<file path="src/rtl/logic_op_arb_pkg.sv">
`default_nettype none
// ============================================================================
// Module   : logic_op_arb_pkg
// Brief    : State encoding, op-select codes and defaults for logic_op_arb.
// Revision : 1.0 - initial release
// ============================================================================
package logic_op_arb_pkg;

    localparam int c_timeout_default = 15;
    localparam int c_data_w          = 4;
    localparam int c_sel_w           = 2;
    localparam int c_st_w            = 2;

    localparam logic [c_st_w-1:0] c_st_idle  = 2'd0;
    localparam logic [c_st_w-1:0] c_st_issue = 2'd1;
    localparam logic [c_st_w-1:0] c_st_wait  = 2'd2;
    localparam logic [c_st_w-1:0] c_st_resp  = 2'd3;

    localparam logic [c_sel_w-1:0] c_op_and  = 2'd0;
    localparam logic [c_sel_w-1:0] c_op_or   = 2'd1;
    localparam logic [c_sel_w-1:0] c_op_xnor = 2'd2;
    localparam logic [c_sel_w-1:0] c_op_xor  = 2'd3;

    // Reference behaviour of the external datapath this arbiter feeds.
    function automatic logic [c_data_w-1:0] op_eval(
        input logic [c_data_w-1:0] a,
        input logic [c_data_w-1:0] b,
        input logic [c_sel_w-1:0]  sel
    );
        case (sel)
            c_op_and:  op_eval = a & b;
            c_op_or:   op_eval = a | b;
            c_op_xnor: op_eval = ~(a ^ b);
            default:   op_eval = a ^ b;
        endcase
    endfunction

endpackage
`default_nettype wire

</file>
<file path="src/rtl/logic_op_rr_arb.sv">
`default_nettype none
// ============================================================================
// Module   : logic_op_rr_arb
// Brief    : Round-robin search: first set request at or above ptr, wrapping.
// Revision : 1.0 - initial release
// ============================================================================
module logic_op_rr_arb #(
    parameter int NREQ = 4,
    parameter int IW   = $clog2(NREQ)
) (
    input  logic [NREQ-1:0] req,
    input  logic [IW-1:0]   ptr,
    output logic [NREQ-1:0] grant,
    output logic [IW-1:0]   grant_idx
);

    logic [IW-1:0] w_cand;
    logic          w_found;

    // Candidate index wraps naturally because NREQ is a power of two.
    always_comb begin
        grant     = '0;
        grant_idx = '0;
        w_found   = 1'b0;
        w_cand    = '0;
        for (int k = 0; k < NREQ; k++) begin
            w_cand = ptr + IW'(k);
            if (!w_found && req[w_cand]) begin
                w_found          = 1'b1;
                grant[w_cand]    = 1'b1;
                grant_idx        = w_cand;
            end
        end
    end

endmodule
`default_nettype wire

</file>
<file path="src/rtl/logic_op_arb.sv">
`default_nettype none
// ============================================================================
// Module   : logic_op_arb
// Brief    : Arbitrates four requesters onto one logic-op datapath, one
//            transaction in flight, with response timeout and backpressure.
// Revision : 1.0 - initial release
// ============================================================================
module logic_op_arb
    import logic_op_arb_pkg::*;
#(
    parameter int NREQ    = 4,
    parameter int TIMEOUT = c_timeout_default
) (
    input  logic                       clk,
    input  logic                       rst_n,
    input  logic [NREQ-1:0]            req_valid,
    output logic [NREQ-1:0]            req_ready,
    input  logic [c_data_w*NREQ-1:0]   req_in1,
    input  logic [c_data_w*NREQ-1:0]   req_in2,
    input  logic [c_sel_w*NREQ-1:0]    req_sel,
    output logic                       dp_in_en,
    output logic [c_data_w-1:0]        dp_in1,
    output logic [c_data_w-1:0]        dp_in2,
    output logic [c_sel_w-1:0]         dp_sel,
    input  logic [c_data_w-1:0]        dp_out,
    input  logic                       dp_out_en,
    output logic                       rsp_valid,
    input  logic                       rsp_ready,
    output logic [$clog2(NREQ)-1:0]    rsp_id,
    output logic [c_data_w-1:0]        rsp_data,
    output logic                       rsp_err
);

    localparam int c_iw = $clog2(NREQ);
    localparam int c_cw = $clog2(TIMEOUT + 1);
    localparam logic [c_cw-1:0] c_timeout = c_cw'(TIMEOUT);

    logic [c_st_w-1:0]   r_state;
    logic [c_iw-1:0]     r_ptr;
    logic [c_iw-1:0]     r_id;
    logic [c_cw-1:0]     r_cnt;
    logic                r_dp_in_en;
    logic [c_data_w-1:0] r_dp_in1;
    logic [c_data_w-1:0] r_dp_in2;
    logic [c_sel_w-1:0]  r_dp_sel;
    logic                r_rsp_valid;
    logic [c_data_w-1:0] r_rsp_data;
    logic                r_rsp_err;

    logic [NREQ-1:0]     w_gnt;
    logic [c_iw-1:0]     w_gnt_idx;
    logic                w_any;
    logic [c_data_w-1:0] w_in1;
    logic [c_data_w-1:0] w_in2;
    logic [c_sel_w-1:0]  w_sel;
    logic [c_cw-1:0]     w_cnt_inc;

    logic_op_rr_arb #(
        .NREQ (NREQ),
        .IW   (c_iw)
    ) u_rr_arb (
        .req       (req_valid),
        .ptr       (r_ptr),
        .grant     (w_gnt),
        .grant_idx (w_gnt_idx)
    );

    assign w_any     = |req_valid;
    assign w_in1     = req_in1[c_data_w*w_gnt_idx +: c_data_w];
    assign w_in2     = req_in2[c_data_w*w_gnt_idx +: c_data_w];
    assign w_sel     = req_sel[c_sel_w*w_gnt_idx +: c_sel_w];
    assign w_cnt_inc = r_cnt + 1'b1;

    // The accept strobe must answer in the same cycle the request is seen,
    // so it stays combinational; gating with rst_n keeps it low in reset.
    assign req_ready = (rst_n && (r_state == c_st_idle)) ? w_gnt : '0;

    assign dp_in_en  = r_dp_in_en;
    assign dp_in1    = r_dp_in1;
    assign dp_in2    = r_dp_in2;
    assign dp_sel    = r_dp_sel;
    assign rsp_valid = r_rsp_valid;
    assign rsp_id    = r_id;
    assign rsp_data  = r_rsp_data;
    assign rsp_err   = r_rsp_err;

    always_ff @(posedge clk or negedge rst_n) begin
        if (!rst_n) begin
            r_state     <= c_st_idle;
            r_ptr       <= '0;
            r_id        <= '0;
            r_cnt       <= '0;
            r_dp_in_en  <= 1'b0;
            r_dp_in1    <= '0;
            r_dp_in2    <= '0;
            r_dp_sel    <= '0;
            r_rsp_valid <= 1'b0;
            r_rsp_data  <= '0;
            r_rsp_err   <= 1'b0;
        end else begin
            case (r_state)
                c_st_idle: begin
                    if (w_any) begin
                        r_ptr      <= w_gnt_idx + 1'b1;
                        r_id       <= w_gnt_idx;
                        r_dp_in_en <= 1'b1;
                        r_dp_in1   <= w_in1;
                        r_dp_in2   <= w_in2;
                        r_dp_sel   <= w_sel;
                        r_state    <= c_st_issue;
                    end
                end
                c_st_issue: begin
                    r_dp_in_en <= 1'b0;
                    r_dp_in1   <= '0;
                    r_dp_in2   <= '0;
                    r_dp_sel   <= '0;
                    r_cnt      <= '0;
                    r_state    <= c_st_wait;
                end
                c_st_wait: begin
                    // A result on the final counted cycle still beats the timeout.
                    if (dp_out_en) begin
                        r_rsp_valid <= 1'b1;
                        r_rsp_data  <= dp_out;
                        r_rsp_err   <= 1'b0;
                        r_state     <= c_st_resp;
                    end else if (w_cnt_inc == c_timeout) begin
                        r_cnt       <= w_cnt_inc;
                        r_rsp_valid <= 1'b1;
                        r_rsp_data  <= '0;
                        r_rsp_err   <= 1'b1;
                        r_state     <= c_st_resp;
                    end else begin
                        r_cnt <= w_cnt_inc;
                    end
                end
                c_st_resp: begin
                    if (rsp_ready) begin
                        r_rsp_valid <= 1'b0;
                        r_state     <= c_st_idle;
                    end
                end
                default: r_state <= c_st_idle;
            endcase
        end
    end

endmodule
`default_nettype wire

</file>
<file path="config.mk">
export PLATFORM = sky130hd
export DESIGN_NAME = logic_op_arb
export DESIGN_NICKNAME = d
export VERILOG_FILES = /design/src/rtl/logic_op_arb_pkg.sv /design/src/rtl/logic_op_rr_arb.sv /design/src/rtl/logic_op_arb.sv
export SDC_FILE = /design/constraint.sdc
export NUM_CORES = 1
export LEC_CHECK = 0
export CELL_PAD_IN_SITES_DETAIL_PLACEMENT = 1
export CELL_PAD_IN_SITES_GLOBAL_PLACEMENT = 1
export CORE_MARGIN = 3
export CORE_UTILIZATION = 35
export CTS_CLUSTER_SIZE = 28
export DETAILED_ROUTE_END_ITERATION = 8
export GPL_TIMING_DRIVEN = 0
export PLACE_DENSITY_LB_ADDON = 0.1
export SETUP_SLACK_MARGIN = 0.4
export SYNTH_ARGS = -nofsm -noshare
export SYNTH_HDL_FRONTEND = slang
export SYNTH_SLANG_ARGS = --single-unit
</file>
<file path="constraint.sdc">
create_clock -name clk -period 3.5 [get_ports clk]
set_input_delay 0.35 -clock clk [delete_from_list [all_inputs] [get_ports clk]]
set_output_delay 0.35 -clock clk [all_outputs]
set_load 0.01 [all_outputs]
</file>
[Word-level counts from Yosys, hierarchy flattened]
Index checks and enable logic that the tools add are counted.
W data, S select, Z words.
Word-level totals
  logic and storage cells: 111
  input bits: 52
  RAM bits: 0
  bits in read-only memories: 0
  register bits: 27
  memories: 0
  latch bits: 0
Operators by class
  shifts and indexed selects: 3
  div/mod/pow operators: 0
  magnitude comparators: 8
  equal/unequal tests: 8
  multipliers: 0
  multiplexer cells: 50
  reduce and logical (&&, ||, !) cells: 23
  bitwise operators: 3
  add/subtract/negate cells: 5
Operator list (count)
  $mux W4: 10
  $shiftx A16 B5 Y4: 2
  $pmux W4 S2: 3
  $mux W2: 9
  $mux W1: 16
  $lt A2 B3 Y1 const B: 4
  $or A4 B4 Y4: 3
  $bmux W1 S2: 4
  $demux W1 S2: 4
  $ge A2 B1 Y1 const B: 4
  $logic_and A1 B1 Y1: 8
  $pmux W2 S4: 1
  $reduce_and A2 Y1: 4
  $reduce_bool A2 Y1: 4
  $shiftx A8 B4 Y2: 1
  $ne A2 B2 Y1 const B: 3
  $reduce_and A3 Y1: 2
  $add A2 B1 Y2 const B: 2
  $add A2 B2 Y2 const B: 2
  $add A4 B1 Y4 const B: 1
  $eq A2 B2 Y1 const B: 2
  $eq A4 B4 Y1 const B: 1
  $pmux W1 S2: 2
  $pmux W2 S2: 1
  5 further kinds: 7

[Longest topological paths before layout]
  depth in word-level cells: 15
  mapped depth: 12

[Hierarchy]
From an unflattened synthesis, not the netlist that was laid out.
Second synthesis, totals
  cell total of the unflattened synthesis: 172
  area total of the unflattened synthesis: 1996.9 sq um
Modules (own cells, without submodules)
  logic_op_arb: seq. area each 675.6 sq um, cells each 124, instances 1, area an instance 1557.7 sq um
  logic_op_rr_arb: seq. area each 0.0 sq um, cells each 48, instances 1, area an instance 439.2 sq um

[Worst setup path before layout]
Ideal clock, no wire load.
  path type: reg-to-output
  from: register r_ptr[0]
  to: output port req_ready[0]
  buffers on the path: 3
  data arrival time: 2.680 ns
  setup slack: 0.470 ns
  stages on the path, launching flop included: 12
  cells stage by stage: dfrtp_1 -> buf_6 -> buf_2 -> inv_1 -> clkbuf_1 -> ha_1 -> or3_1 -> nor2_1 -> a31oi_1 -> o22ai_1 -> a221oi_1 -> nor2_1
Between the ends
  word-level cells in the longest chain between the ends: 13
RTL lines
  from (decl): line logic_op_arb.sv:39  | logic [c_iw-1:0] r_ptr;
  from (signal assigned): line logic_op_arb.sv:104  | r_ptr <= w_gnt_idx + 1'b1;
  branches (longest 11 deep; another with $lt A2 B3 Y1)
  $mux W4 (*): line logic_op_rr_arb.sv:28  | if (!w_found && req[w_cand]) begin
  $mux W4 (*): line logic_op_arb.sv:76  | assign req_ready = (rst_n && (r_state == c_st_idle)) ? w_gnt : '0;
  to (decl): line logic_op_arb.sv:17  | output logic [NREQ-1:0] req_ready,
Every way passes the cells marked *. The select of a mux whose other input is x is not followed.

[Final worst setup path]
  from: register r_ptr[0]
  to: output port req_ready[1]
The elaborated chain is that of the path after synthesis.

==> results.cfg <==
[layout]
multiInputGateArea_sq_um = 1810
final-seq-area_sq_um = 678.2
layout-drive-gt1-share = 0.1725
final_net_count = 467
n_fill_cell = 809
n_antenna_cell = 0
syn_to_final_growth_pct = 44.31

[clocking]
root_buffer = clkbuf_8
numCtsBuffers = 3
htreeDepth = 1
clockBufferDepth = 2
cts_tree = built
clk_latency_ns = 0.28
clock_sinks = 27
clkTransAtPathRegs_ns = 0.11
cts_hold_buf = 0

[setup_path]
r2r_slack_ns = 0.54
crit_arrival_ns = 2.79
path_max_fanout = 6
cp.required_ns = 3.15
rr_worst_depth = 11
reg2reg_from = r_ptr[0]
cp-end-kind = output pin
startpoint_type = register
worstReg2RegEnd = dp_in2[2]
crit_type = reg -> out

[global_route]
grt_pass1_vias = 2974
grt_start_max_net_pins = 29
antenna_found_initial = 0
overflow = 0
track_usage = 0.2145
grt_pass1_wl_um = 14890

[sta]
post-route-min-period_ns = 3.138
max_slew_margin = 0.4277
fmax_ghz = 0.3187
report.final.slew_viol_count = 0
hold_viol = 0
rsz0062_at_grt = true
layout_setup_ws_ns = 0.3620
skew_ns = 0.007981
tightestPinTransition_ns = 0.8528
post-route-period-util = 0.8966
holdWs_ns = 0.09713
setup_viol = 0

[floorplan]
rows = 30
die_area_sq_um = 8423
die_w_um = 91.78
io_pins = 75
start_util = 0.3708
core_sq_um = 6944
die_y_um = 91.78

[run_status]
outcome = finished, final reports clean

[logic_synthesis]
synth_enable_flop_cells = 0
yosysUniqueCellTypes = 49
async_flop_share = 1.000
syn_inst = 305
ys_ff_latch = 27
syn_area_per_cell_sq_um = 8.443
synthTopCellsByArea = dfrtp_1, ha_1, nand2_1
synth_fp_nets = 371
yosysTopAreaCell = dfrtp_1
synthFlopType = dfrtp_1
synth_top_area_frac = 0.2624
synthesis.area_sq_um = 2575
ys_warn_count = 0
yosysSeqAreaShare = 0.2624

[worst_hold_path]
hp-class = in -> async

[placement]
dp_hpwl_um = 6481
io_buffers = 74
dp_slack_ns = -0.6488
gp_congestion = 0.8199

[job]
maxCapViolations = 0

[drt]
drt_pass1_iterations = 4
num_vias = 2844
viasPerCell = 5.734
drtAntennaViolNets = 0
drt_iter0_markers = 128
routedWlPerCell_um = 18.71
drt-total-wl_um = 9278
drc_errors = 0

[power_and_ir_drop]
ir_drop_mv = 0.3234
p_total_uw = 3082
p_leak_uw = 0.001500
p_per_area_nw_per_um2 = 829.5
==> logic make-up (layout without fill, tap and decap cells) <==
family          after synthesis  in the layout  share of synthesized area
compound gates               86             86                     0.2809
xor+xnor                      3              3                    0.01021
fa+ha+maj                    14             14                    0.06803
buf+inv                      31            126                    0.06025
flops                        27             27                     0.2624
mux                           6              6                    0.03838
simple gates                138            138                     0.2799
==> stage by stage <==
stage	utilization	setup TNS [ns]	cells	cell area, sq um
finish	0.5351	0	496	3716
global route	0.5351	0	496	3716
CTS	0.5169	0	487	3590
detailed placement	0.4941	-4.656	475	3431
global placement	0.4948	-4.821	475	3436
floorplan	-	0	305	2575
==> synthesized netlist by cell type (4+ instances only) <==
| library cell | instances |
|---|---|
| nor2_1 | 25 |
| a22oi_1 | 4 |
| a21oi_1 | 4 |
| nand2_1 | 45 |
| clkbuf_1 | 10 |
| o21ai_0 | 18 |
| and3_1 | 10 |
| inv_1 | 9 |
| buf_2 | 7 |
| a32o_1 | 5 |
| dfrtp_1 | 27 |
| ha_1 | 14 |
| buf_6 | 4 |
| nand2b_1 | 19 |
| nand4_1 | 10 |
| or3_1 | 12 |
| o211ai_2 | 10 |
| a221oi_1 | 4 |
| o32a_1 | 10 |
| o221ai_1 | 11 |
==> state kept, by name, indices dropped and copies added, names as in the netlist <==
| signal | flops |
|---|---|
| dp_in1 | 4 |
| dp_in2 | 4 |
| dp_in_en | 1 |
| dp_sel | 2 |
| r_cnt | 4 |
| r_ptr | 2 |
| r_state | 2 |
| rsp_data | 4 |
| rsp_err | 1 |
| rsp_id | 2 |
| rsp_valid | 1 |
==> how the worst max path moves through the flow <==
stage               startpoint            to  slack, ns  cells past startpoint
finish                r_ptr[0]  req_ready[1]       0.36                     14
global route          r_ptr[0]  req_ready[1]       0.24                     14
CTS                   r_ptr[0]  req_ready[1]       0.41                     14
detailed placement    r_ptr[0]  req_ready[1]      -0.65                     12
global placement      r_ptr[0]  req_ready[1]      -0.66                     12
floorplan             r_ptr[0]  req_ready[0]       0.47                     11
==> timing repair <==
item / CTS / global route
setup buffers: 8 / 9
resized for setup: 30 / 15
pin swaps: 3 / 7
setup endpoints to repair: 17 / 5
==> critical path, stage by stage (launching register included) <==
cell and delay, ns:
dfrtp_2 0.43, buf_6 0.12, buf_12 0.13, clkinv_8 0.05
clkbuf_16 0.12, ha_4 0.20, or3_4 0.42, nor2_4 0.15
a31oi_4 0.05, o22ai_4 0.21, buf_6 0.14, buf_6 0.08
a221oi_2 0.05, nor2_1 0.16, buf_2 0.18
==> per-layer routing <==
metal  vias to the layer above  part of all wire  track usage
met5                         -                 0            0
met4                         0             0.021      0.05941
met1                      1418              0.44       0.2864
li1                       1329                 -            -
met3                        16             0.056      0.03938
met2                        81              0.48       0.3548
==> layout by cell type (no fill, tap or decap), types with 11 or more instances in the layout <==
cell / instances
o221ai_1: 11
nand2_1: 45
nand2b_1: 19
dfrtp_1: 25
nor2_1: 24
ha_1: 13
or3_1: 11
clkdlybuf4s50_1: 69
buf_4: 16
o21ai_0: 17
==> cell type report <==
type                            count  area share
Multi-Input combinational cell    247      0.4872
Timing Repair Buffer               91      0.2290
Tap cell                           96     0.03232
Sequential cell                    27      0.1825
Buffer                             22     0.04310
Clock buffer                        3     0.01111
Inverter                            9     0.01246
Clock inverter                      1    0.002357
==> power breakdown <==
part	switching, uW	total, uW	leakage, uW	internal [uW]
clock	113	197	0.0000261	83.8
sequential	101	547	0.000340	446
combinational	1270	2340	0.00113	1070
total	1480	3080	0.00150	1600
Note: power is estimated with default switching activity, not from simulation.
